### config.mk
export PLATFORM = sky130hd
export DESIGN_NAME = output_port_arbiter_flat
export DESIGN_NICKNAME = d
export VERILOG_FILES = /design/src/rtl/output_port_arbiter_if.sv /design/src/rtl/output_port_arbiter.sv /design/src/flat_wrapper.sv
export SDC_FILE = /design/constraint.sdc
export NUM_CORES = 1
export LEC_CHECK = 0
export ABC_AREA = 1
export CAP_MARGIN = 20
export CORE_ASPECT_RATIO = 0.8
export CORE_MARGIN = 1.5
export CORE_UTILIZATION = 55
export CTS_CLUSTER_SIZE = 10
export DETAILED_ROUTE_END_ITERATION = 7
export DONT_BUFFER_PORTS = 1
export GPL_ROUTABILITY_DRIVEN = 0
export PLACE_DENSITY = 0.7
export SLEW_MARGIN = 25
export SYNTH_ARGS = -nofsm -noshare
export SYNTH_HDL_FRONTEND = slang
export SYNTH_SLANG_ARGS = --single-unit
export TNS_END_PERCENT = 5
### constraint.sdc
create_clock -name clk -period 5.2 [get_ports clk]
set_input_delay 0.52 -clock clk [delete_from_list [all_inputs] [get_ports clk]]
set_output_delay 0.52 -clock clk [all_outputs]
set_load 0.01 [all_outputs]
### src/rtl/output_port_arbiter_if.sv
// Bundle between the four input-port demultiplexers, the output port arbiter
// and the outgoing link.
//
// Handshake: a transfer happens on a rising clk edge when valid and ready are
// both high in the cycle before it. Ready never depends on state that the
// valid side can only know after the edge, and valid, once high, holds its
// data until the transfer. On the input side, in_readyN is the grant, so
// in_flitN is taken in any cycle where in_validN & in_readyN. On the link
// side, out_flit is taken in any cycle where out_valid & out_ready.
interface output_port_arbiter_if #(
  parameter int W  = 34,
  parameter int PW = 2
);
  logic [W-1:0] in_flit1;
  logic [W-1:0] in_flit2;
  logic [W-1:0] in_flit3;
  logic [W-1:0] in_flit4;
  logic         in_valid1;
  logic         in_valid2;
  logic         in_valid3;
  logic         in_valid4;
  logic         in_ready1;
  logic         in_ready2;
  logic         in_ready3;
  logic         in_ready4;
  logic [W-1:0] out_flit;
  logic         out_valid;
  logic         out_ready;
  logic         port_block;
  logic [PW:0]  occupancy;
  logic [1:0]   dbg_rr_ptr;

  // Arbiter side: consumes flits from the input ports, produces the link.
  modport slave (
    input  in_flit1, in_flit2, in_flit3, in_flit4,
    input  in_valid1, in_valid2, in_valid3, in_valid4,
    output in_ready1, in_ready2, in_ready3, in_ready4,
    output out_flit, out_valid,
    input  out_ready,
    output port_block, occupancy, dbg_rr_ptr
  );

  // Environment side: input ports and link.
  modport master (
    output in_flit1, in_flit2, in_flit3, in_flit4,
    output in_valid1, in_valid2, in_valid3, in_valid4,
    input  in_ready1, in_ready2, in_ready3, in_ready4,
    input  out_flit, out_valid,
    output out_ready,
    input  port_block, occupancy, dbg_rr_ptr
  );
endinterface

### src/rtl/output_port_arbiter.sv
// Output stage of a router port: round-robin pick of one flit per cycle from
// the four input ports, queued in a small FIFO and driven onto the link.
// The round-robin pointer is exported as dbg_rr_ptr for observation.
module output_port_arbiter #(
  parameter int MODIFIED_FLIT_SIZE = 34,
  parameter int FIFO_DEPTH         = 4,
  parameter int PTR_WIDTH          = 2
) (
  input logic                  clk,
  input logic                  reset,
  output_port_arbiter_if.slave bus
);
  localparam int W  = MODIFIED_FLIT_SIZE;
  localparam int CW = PTR_WIDTH + 1;

  logic [W-1:0]         mem [FIFO_DEPTH];
  logic [PTR_WIDTH-1:0] wr_ptr;
  logic [PTR_WIDTH-1:0] rd_ptr;
  logic [CW-1:0]        count;
  logic [1:0]           rr_ptr;

  logic [3:0]   valid_vec;
  logic [W-1:0] flit_arr [4];
  logic [3:0]   grant_vec;
  logic [1:0]   grant_idx;
  logic         push;
  logic         pop;
  logic         can_accept;

  assign valid_vec   = {bus.in_valid4, bus.in_valid3, bus.in_valid2, bus.in_valid1};
  assign flit_arr[0] = bus.in_flit1;
  assign flit_arr[1] = bus.in_flit2;
  assign flit_arr[2] = bus.in_flit3;
  assign flit_arr[3] = bus.in_flit4;

  assign bus.out_valid  = (count != '0);
  assign bus.out_flit   = (count != '0) ? mem[rd_ptr] : '0;
  assign bus.port_block = (count == CW'(FIFO_DEPTH));
  assign bus.occupancy  = count;
  assign bus.dbg_rr_ptr = rr_ptr;

  // A full FIFO still accepts when the head leaves in the same cycle.
  assign pop        = bus.out_valid & bus.out_ready;
  assign can_accept = (count < CW'(FIFO_DEPTH)) | pop;

  // Round-robin scan from rr_ptr; grant suppressed when full or in reset.
  always_comb begin
    logic       found;
    logic [1:0] idx;
    found     = 1'b0;
    idx       = '0;
    grant_idx = '0;
    grant_vec = '0;
    for (int k = 0; k < 4; k++) begin
      idx = rr_ptr + 2'(k);
      if (!found && valid_vec[idx]) begin
        found     = 1'b1;
        grant_idx = idx;
      end
    end
    if (found && can_accept && !reset) grant_vec[grant_idx] = 1'b1;
  end

  assign push = |grant_vec;

  assign bus.in_ready1 = grant_vec[0];
  assign bus.in_ready2 = grant_vec[1];
  assign bus.in_ready3 = grant_vec[2];
  assign bus.in_ready4 = grant_vec[3];

  // Pointers, count and round-robin state.
  always_ff @(posedge clk) begin
    if (reset) begin
      wr_ptr <= '0;
      rd_ptr <= '0;
      count  <= '0;
      rr_ptr <= '0;
    end else begin
      if (push) begin
        wr_ptr <= wr_ptr + PTR_WIDTH'(1);
        rr_ptr <= grant_idx + 2'd1;
      end
      if (pop) rd_ptr <= rd_ptr + PTR_WIDTH'(1);
      if (push && !pop)      count <= count + CW'(1);
      else if (pop && !push) count <= count - CW'(1);
    end
  end

  // FIFO storage; contents are meaningful only between rd_ptr and wr_ptr.
  always_ff @(posedge clk) begin
    if (push) mem[wr_ptr] <= flit_arr[grant_idx];
  end
endmodule

### src/flat_wrapper.sv
// flat-port wrapper written by rule: the top's interface ports become plain ports
module output_port_arbiter_flat 
#(
  parameter int MODIFIED_FLIT_SIZE = 34,
  parameter int FIFO_DEPTH         = 4,
  parameter int PTR_WIDTH          = 2
)
  (clk, reset, bus_in_flit1, bus_in_flit2, bus_in_flit3, bus_in_flit4, bus_in_valid1, bus_in_valid2, bus_in_valid3, bus_in_valid4, bus_in_ready1, bus_in_ready2, bus_in_ready3, bus_in_ready4, bus_out_flit, bus_out_valid, bus_out_ready, bus_port_block, bus_occupancy, bus_dbg_rr_ptr);
  output_port_arbiter_if #(.W((34)), .PW(2)) bus_i ();
  input logic clk;
  input logic reset;
  input wire logic [$bits(bus_i.in_flit1)-1:0] bus_in_flit1;
  input wire logic [$bits(bus_i.in_flit2)-1:0] bus_in_flit2;
  input wire logic [$bits(bus_i.in_flit3)-1:0] bus_in_flit3;
  input wire logic [$bits(bus_i.in_flit4)-1:0] bus_in_flit4;
  input wire logic [$bits(bus_i.in_valid1)-1:0] bus_in_valid1;
  input wire logic [$bits(bus_i.in_valid2)-1:0] bus_in_valid2;
  input wire logic [$bits(bus_i.in_valid3)-1:0] bus_in_valid3;
  input wire logic [$bits(bus_i.in_valid4)-1:0] bus_in_valid4;
  output wire logic [$bits(bus_i.in_ready1)-1:0] bus_in_ready1;
  output wire logic [$bits(bus_i.in_ready2)-1:0] bus_in_ready2;
  output wire logic [$bits(bus_i.in_ready3)-1:0] bus_in_ready3;
  output wire logic [$bits(bus_i.in_ready4)-1:0] bus_in_ready4;
  output wire logic [$bits(bus_i.out_flit)-1:0] bus_out_flit;
  output wire logic [$bits(bus_i.out_valid)-1:0] bus_out_valid;
  input wire logic [$bits(bus_i.out_ready)-1:0] bus_out_ready;
  output wire logic [$bits(bus_i.port_block)-1:0] bus_port_block;
  output wire logic [$bits(bus_i.occupancy)-1:0] bus_occupancy;
  output wire logic [$bits(bus_i.dbg_rr_ptr)-1:0] bus_dbg_rr_ptr;
  assign bus_i.in_flit1 = bus_in_flit1;
  assign bus_i.in_flit2 = bus_in_flit2;
  assign bus_i.in_flit3 = bus_in_flit3;
  assign bus_i.in_flit4 = bus_in_flit4;
  assign bus_i.in_valid1 = bus_in_valid1;
  assign bus_i.in_valid2 = bus_in_valid2;
  assign bus_i.in_valid3 = bus_in_valid3;
  assign bus_i.in_valid4 = bus_in_valid4;
  assign bus_in_ready1 = bus_i.in_ready1;
  assign bus_in_ready2 = bus_i.in_ready2;
  assign bus_in_ready3 = bus_i.in_ready3;
  assign bus_in_ready4 = bus_i.in_ready4;
  assign bus_out_flit = bus_i.out_flit;
  assign bus_out_valid = bus_i.out_valid;
  assign bus_i.out_ready = bus_out_ready;
  assign bus_port_block = bus_i.port_block;
  assign bus_occupancy = bus_i.occupancy;
  assign bus_dbg_rr_ptr = bus_i.dbg_rr_ptr;
  output_port_arbiter #(.MODIFIED_FLIT_SIZE(MODIFIED_FLIT_SIZE), .FIFO_DEPTH(FIFO_DEPTH), .PTR_WIDTH(PTR_WIDTH)) u_core (.clk(clk), .reset(reset), .bus(bus_i));
endmodule
==> results of run 1 <==
==> worst max-delay path: cells and delay by family, from the launching register on <==
family | cells | cell delay, ns
AOI/OAI and AO/OA | 1 | 0.20
adders and majority gates | 1 | 0.25
buffers and inverters | 4 | 1.07
DFF | 1 | 0.63
and+or+nand+nor | 10 | 1.65
==> report_power, final <==
group	total, mW	switching, mW	internal, mW	leakage, nW
clock	1.10	0.446	0.650	0.264
combinational	3.13	2.39	0.732	2.15
sequential	2.24	0.105	2.14	1.33
==> how the worst min path moves through the flow <==
stage,start,end,slack [ns]
6_report,reset,u_core.bus.occupancy[0],0.17
3_3_place_gp,u_core.rd_ptr[1],u_core.rd_ptr[1],0.46
2_1_floorplan,u_core.rd_ptr[1],flip-flop,0.44
5_1_grt,reset,u_core.bus.occupancy[0],0.16
3_5_place_dp,u_core.rd_ptr[0],flip-flop,0.46
4_1_cts,reset,u_core.bus.occupancy[0],0.15
==> layout by cell type, fill, tap and decap left out, types with 4 or more instances in the layout <==
master	Yosys	final
nand4_1	69	69
clkbuf_16	0	18
nor2_1	152	148
clkinv_2	0	4
dfxtp_1	11	10
nand2_2	5	5
o21ai_0	73	73
clkbuf_1	28	5
edfxtp_1	136	136
ha_1	9	9
a21oi_1	44	44
nand3_1	76	76
buf_4	6	10
nand2_1	133	133
inv_4	2	4
inv_1	162	162
==> registers in the layout (all words and copies together) (netlist names), named ones only <==
signal                 cells
u_core.mem               136
u_core.wr_ptr              2
u_core.bus.occupancy       3
u_core.bus.dbg_rr_ptr      2
u_core.rd_ptr              2
==> through the flow <==
stage               hold WS (ns)  instances   util
floorplan                  0.436        951      -
global placement           0.456       1085  0.565
detailed placement         0.464       1085  0.565
CTS                        0.152       1117  0.603
global route               0.157       1118  0.604
finish                     0.168       1118  0.604
==> metal layers <==
layer | vias to the layer above | part of all wire
met5 | - | 0
met4 | 0 | 0.019
met3 | 27 | 0.075
met2 | 283 | 0.45
met1 | 2918 | 0.45
li1 | 3078 | -
==> cells by family (layout without fill, tap and decap cells) <==
family                   count (synthesis)  count (layout)
AO/OA/AOI/OAI                          121             121
buffers and inverters                  227             210
XOR/XNOR                                 1               1
flip-flops                             147             147
adder cells (fa/ha/maj)                 10              10
AND/OR/NAND/NOR                        445             445
==> cell type report <==
type | instances | area [µm²] | area share
repair buffers | 11 | 95.1 | 0.0110
well taps | 184 | 230 | 0.0267
flip-flops and latches | 147 | 4310 | 0.500
inverters | 167 | 633 | 0.0736
multi-input cells | 577 | 2810 | 0.326
clock buffers | 24 | 483 | 0.0561
clock inverters | 8 | 52.6 | 0.00611
==> results.toml, run 1 <==
[synthesis]
synth_top_area_share = 0.509
ys_top_cells_by_area = "edfxtp_1 (51%), inv_1 (7.6%), nor2_1 (7.1%), nand2_1 (6.2%), nand4_1 (5.4%)"
synth_compound_area_frac = 0.0783
ys.flop_type = "edfxtp_1"
syn_area_um2 = 8020
synthXorXnorAreaFrac = 0.00109
ys_ff_latch = 147
syn_area_per_cell_um2 = 8.43
synth.distinct_cells = 29
ys_warn_count = 0
synth_most_common_cell = "inv_1"
synth_fp_nets = 1104
synth_cells = 951
synthMuxAreaShare = 0
ys_seq_area_frac = 0.537
synth_top_cells_by_count = "inv_1 (162), nor2_1 (152), edfxtp_1 (136), nand2_1 (133), nand3_1 (76)"
async_flop_share = 0
synth_edf_count = 136
synth_fa_ha_area_frac = 0.0165
synth_simple_gate_area_frac = 0.252
synth_top_family_by_area = "simple AND/OR/NAND/NOR gates"
yosysTopAreaCell = "edfxtp_1"

[placement]
portBuffers = 0
place_ws_ns = 1.07
place_hpwl_um = 13400
dpl-instance-area_um2 = 8050

[worst_setup_path]
crit_slowest_cell = "dfxtp_1"
worstSetupPathType = "flip-flop to flip-flop"
crit_fanout = 37
worst_path_largest_cell_delay_ns = 0.63
cp_data_arrival_time_ns = 4.26
crit_required_ns = 5.28
endpoint_kind = "flip-flop"
path_cells = "inv_4, nand2_1, nand2_2, nand2_2, nand2_2, nor2_4, nand3_1, nand3_2, nand2_4, inv_4, ha_1, o211ai_2, nand2_1, inv_1, nor2_2, buf_4"
rr_endpoint = "u_core.mem[0][13]"
reg2reg_depth = 16
critPathCapture = "u_core.mem[0][13]"
crit_path_frequent_cell = "nand2_2"
crit-reg2reg-launch = "u_core.bus.dbg_rr_ptr[0]"
startpoint = "u_core.bus.dbg_rr_ptr[0]"
cp-start-kind = "flip-flop"
ff2ff_setup_slack_ns = 1.03

[cts]
post_cts_resized = 0
cts_buffer_depth = 2
cts_tree = "built"
path_clk_slew_ns = 0.06
clk_latency_ns = 0.41
htreeDepth = 4
ctsHoldBuffers = 0
post_cts_buffers = 0
numClockSinks = 147
cts_inserted_buffers = 17
clock-root-buffer = "clkbuf_16"

[floorplan]
die_y_um = 111
ios = 188
fp.dieW_um = 138
die_area_um2 = 15300
row_count = 39
coreArea_um2 = 14200
start_util = 0.563

[sta]
fmax_ghz = 0.240
setup_viol = 0
slew_violations = 0
slew_headroom = 0.444
finalCritPeriodShare = 0.803
period_minus_slack_ns = 4.17
layout_setup_ws_ns = 1.03
fin_setup_tns_ns = 0
rsz0062_at_grt = "false"
hold_violations = 0
max_slew.worst_pin.slew_ns = 0.833
clock_skew_ns = 0.00838

[global_route]
antenna_found_initial = 0
gr-total-overflow = 0
grt_max_degree = 72
use_met3 = 0.0583
top_usage_layer = "met2"
met1_usage = 0.367
use_met2 = 0.396
first_global_vias = 5725
track_usage = 0.259
grt_pass1_wl_um = 30400

[layout]
layout-drive-gt1-share = 0.0696
fin_area_um2 = 8610
fillerInstances = 1251
syn_to_final_growth_pct = 7.30
nNetsFinal = 1074
num_antenna_cells = 0

[routing]
dr.pass1.iters = 6
vias_per_cell = 5.64
drt-total-wl_um = 19800
drc = 0
drt-initial-drc-count = 498
detail-route-antenna-nets = 0
avgRoutedWirePerCell_um = 17.7
via_count = 6306

[pwr]
vdd_drop_max_mv = 0.512
powerDensity_nw_per_um2 = 751
total_power_mw = 6.47
power.leakage_nw = 3.75

[worst_hold_path]
hp-class = "primary input to flip-flop"
holdPathStages = 1

[job]
drv_cap = 0

[run_status]
outcome = "finished clean"
Power figures use the tool's default switching activity.
==> inputs of run 2 (changes only) <==
- PLACE_DENSITY: 0.7 -> 0.73
- clock period: 5.2 -> 3.7 ns (I/O delays scaled with it)
==> run 2 against run 1 <==
Via count down 1.3%. Critical path depth grew 4. Die area is the same. Fmax increased by 31%. Global-route usage rose by 0.17 points. Worst setup slack got worse by 0.51 ns. Largest power group unchanged. First-iteration DRC count up 7.2%. Clock power up 45%. Power up 42%.
==> results.toml, run 2 (synthesized netlist as in run 1, its figures left out) <==
[run_status]
outcome = "finished clean"

[floorplan]
die_y_um = 111
start_util = 0.563
die_area_um2 = 15300
ios = 188
row_count = 39
fp.dieW_um = 138
coreArea_um2 = 14200

[sta]
clock_skew_ns = 0.00911
rsz0062_at_grt = "false"
hold_violations = 0
fmax_ghz = 0.314
slew_headroom = 0.360
layout_setup_ws_ns = 0.518
period_minus_slack_ns = 3.18
finalCritPeriodShare = 0.860
max_slew.worst_pin.slew_ns = 0.958
setup_viol = 0
slew_violations = 0
fin_setup_tns_ns = 0

[global_route]
track_usage = 0.261
antenna_found_initial = 0
grt_pass1_wl_um = 31000
gr-total-overflow = 0
grt_max_degree = 69
first_global_vias = 5763

[routing]
via_count = 6224
avgRoutedWirePerCell_um = 17.2
vias_per_cell = 5.53
dr.pass1.iters = 5
drt-initial-drc-count = 534
drc = 0
detail-route-antenna-nets = 0
drt-total-wl_um = 19400

[worst_setup_path]
crit_required_ns = 4.01
cp_data_arrival_time_ns = 3.49
endpoint_kind = "flip-flop"
worst_path_largest_cell_delay_ns = 0.62
crit_fanout = 11
cp_top_family = "simple AND/OR/NAND/NOR gates"
crit_slowest_cell = "dfxtp_1"
path_cells = "inv_4, nand2_1, nand2_2, nand2_2, nand2_2, nor2_4, nand4_1, nand2_4, inv_4, ha_1, o211ai_2, nand2_1, ha_1, inv_1, fa_1, nor2_1, nor2_1, nand2_1, o21ai_0, a21oi_1"
critPathBufInv = 3
worstSetupPathType = "flip-flop to flip-flop"
cp-start-kind = "flip-flop"

[layout]
largest-register = "u_core.mem"
fin_area_um2 = 8690
largest_register_ff_count = 136
final_util = 0.610
fillerInstances = 1199
layout-drive-gt1-share = 0.0755
nNetsFinal = 1082
num_antenna_cells = 0
layout_common_cells = "inv_1 (162), nor2_1 (148), edfxtp_1 (136)"
multi_input_area_um2 = 2810
final_common_cell = "inv_1"
ff_latch_area_um2 = 4310
syn_to_final_growth_pct = 8.35

[cts]
cts_buffer_depth = 2
numClockSinks = 147
clock-root-buffer = "clkbuf_16"
cts_inserted_buffers = 17
clk_latency_ns = 0.42
post_cts_resized = 0
ctsHoldBuffers = 0
post_cts_buffers = 0
path_clk_slew_ns = 0.06
htreeDepth = 4
cts_tree = "built"

[pwr]
powerDensity_nw_per_um2 = 1060
vdd_drop_max_mv = 0.902
power.leakage_nw = 3.79
total_power_mw = 9.21

[job]
drv_cap = 0

[worst_hold_path]
hp-class = "primary input to flip-flop"

[placement]
place_ws_ns = 0.585
place_hpwl_um = 13100
portBuffers = 0
dpl-instance-area_um2 = 8140
## run 2: cell types whose count changed in the layout (fill, tap and decap cells not counted), moves of 2 or more
| cell | previous run | this run |
|---|---|---|
| clkinv_1 | 0 | 5 |
| inv_4 | 4 | 2 |
| bufinv_16 | 0 | 2 |
| clkbuf_1 | 5 | 1 |
| buf_4 | 10 | 17 |
## run 2: layout make-up
type / instances / share of cell area
clock buffer: 18 / 0.0494
clock inverter: 13 / 0.0137
inverter: 167 / 0.0727
multi-input combinational: 577 / 0.323
sequential: 147 / 0.495
tap: 184 / 0.0265
timing repair buffer: 19 / 0.0193
## run 2: where the power goes
part	internal [mW]	switching [mW]	leakage (nW)
clock network	0.972	0.621	0.265
registers	3.01	0.152	1.33
logic	1.12	3.34	2.19
## run 2: layer usage
layer	vias up	global-route usage	routed length, µm	share of wire
li1	3092	-	-	-
met1	2787	0.367	8740	0.45
met2	302	0.373	8280	0.43
met3	43	0.0808	1760	0.091
met4	0	0.116	619	0.032
met5	-	0	0	0
## run 2: path summary, 6_finish.rpt
check / startpoint / end / slack [ns] / cells past startpoint
setup / recovery: u_core.bus.dbg_rr_ptr[0] / u_core.bus.occupancy[2] / 0.52 / 20
hold / removal: reset / u_core.bus.occupancy[0] / 0.02 / 1
setup reg to reg: u_core.bus.dbg_rr_ptr[0] / u_core.bus.occupancy[2] / 0.52 / 20
hold reg to reg: u_core.rd_ptr[1] / u_core.rd_ptr[1] / 0.47 / 2
## run 2: stage by stage
| step | hold slack [ns] | cells |
|---|---|---|
| 6_report | 0.0158 | 1125 |
| 5_1_grt | 0.0222 | 1125 |
| 4_1_cts | 0.00181 | 1125 |
| 3_5_place_dp | 0.444 | 1094 |
| 3_3_place_gp | 0.445 | 1094 |
| 2_1_floorplan | 0.436 | 951 |
==> inputs of run 3 (changes only) <==
- CAP_MARGIN: 20 -> unset
==> results of run 3 <==
No change in the layout: final DEF, timing and power equal those of run 2.
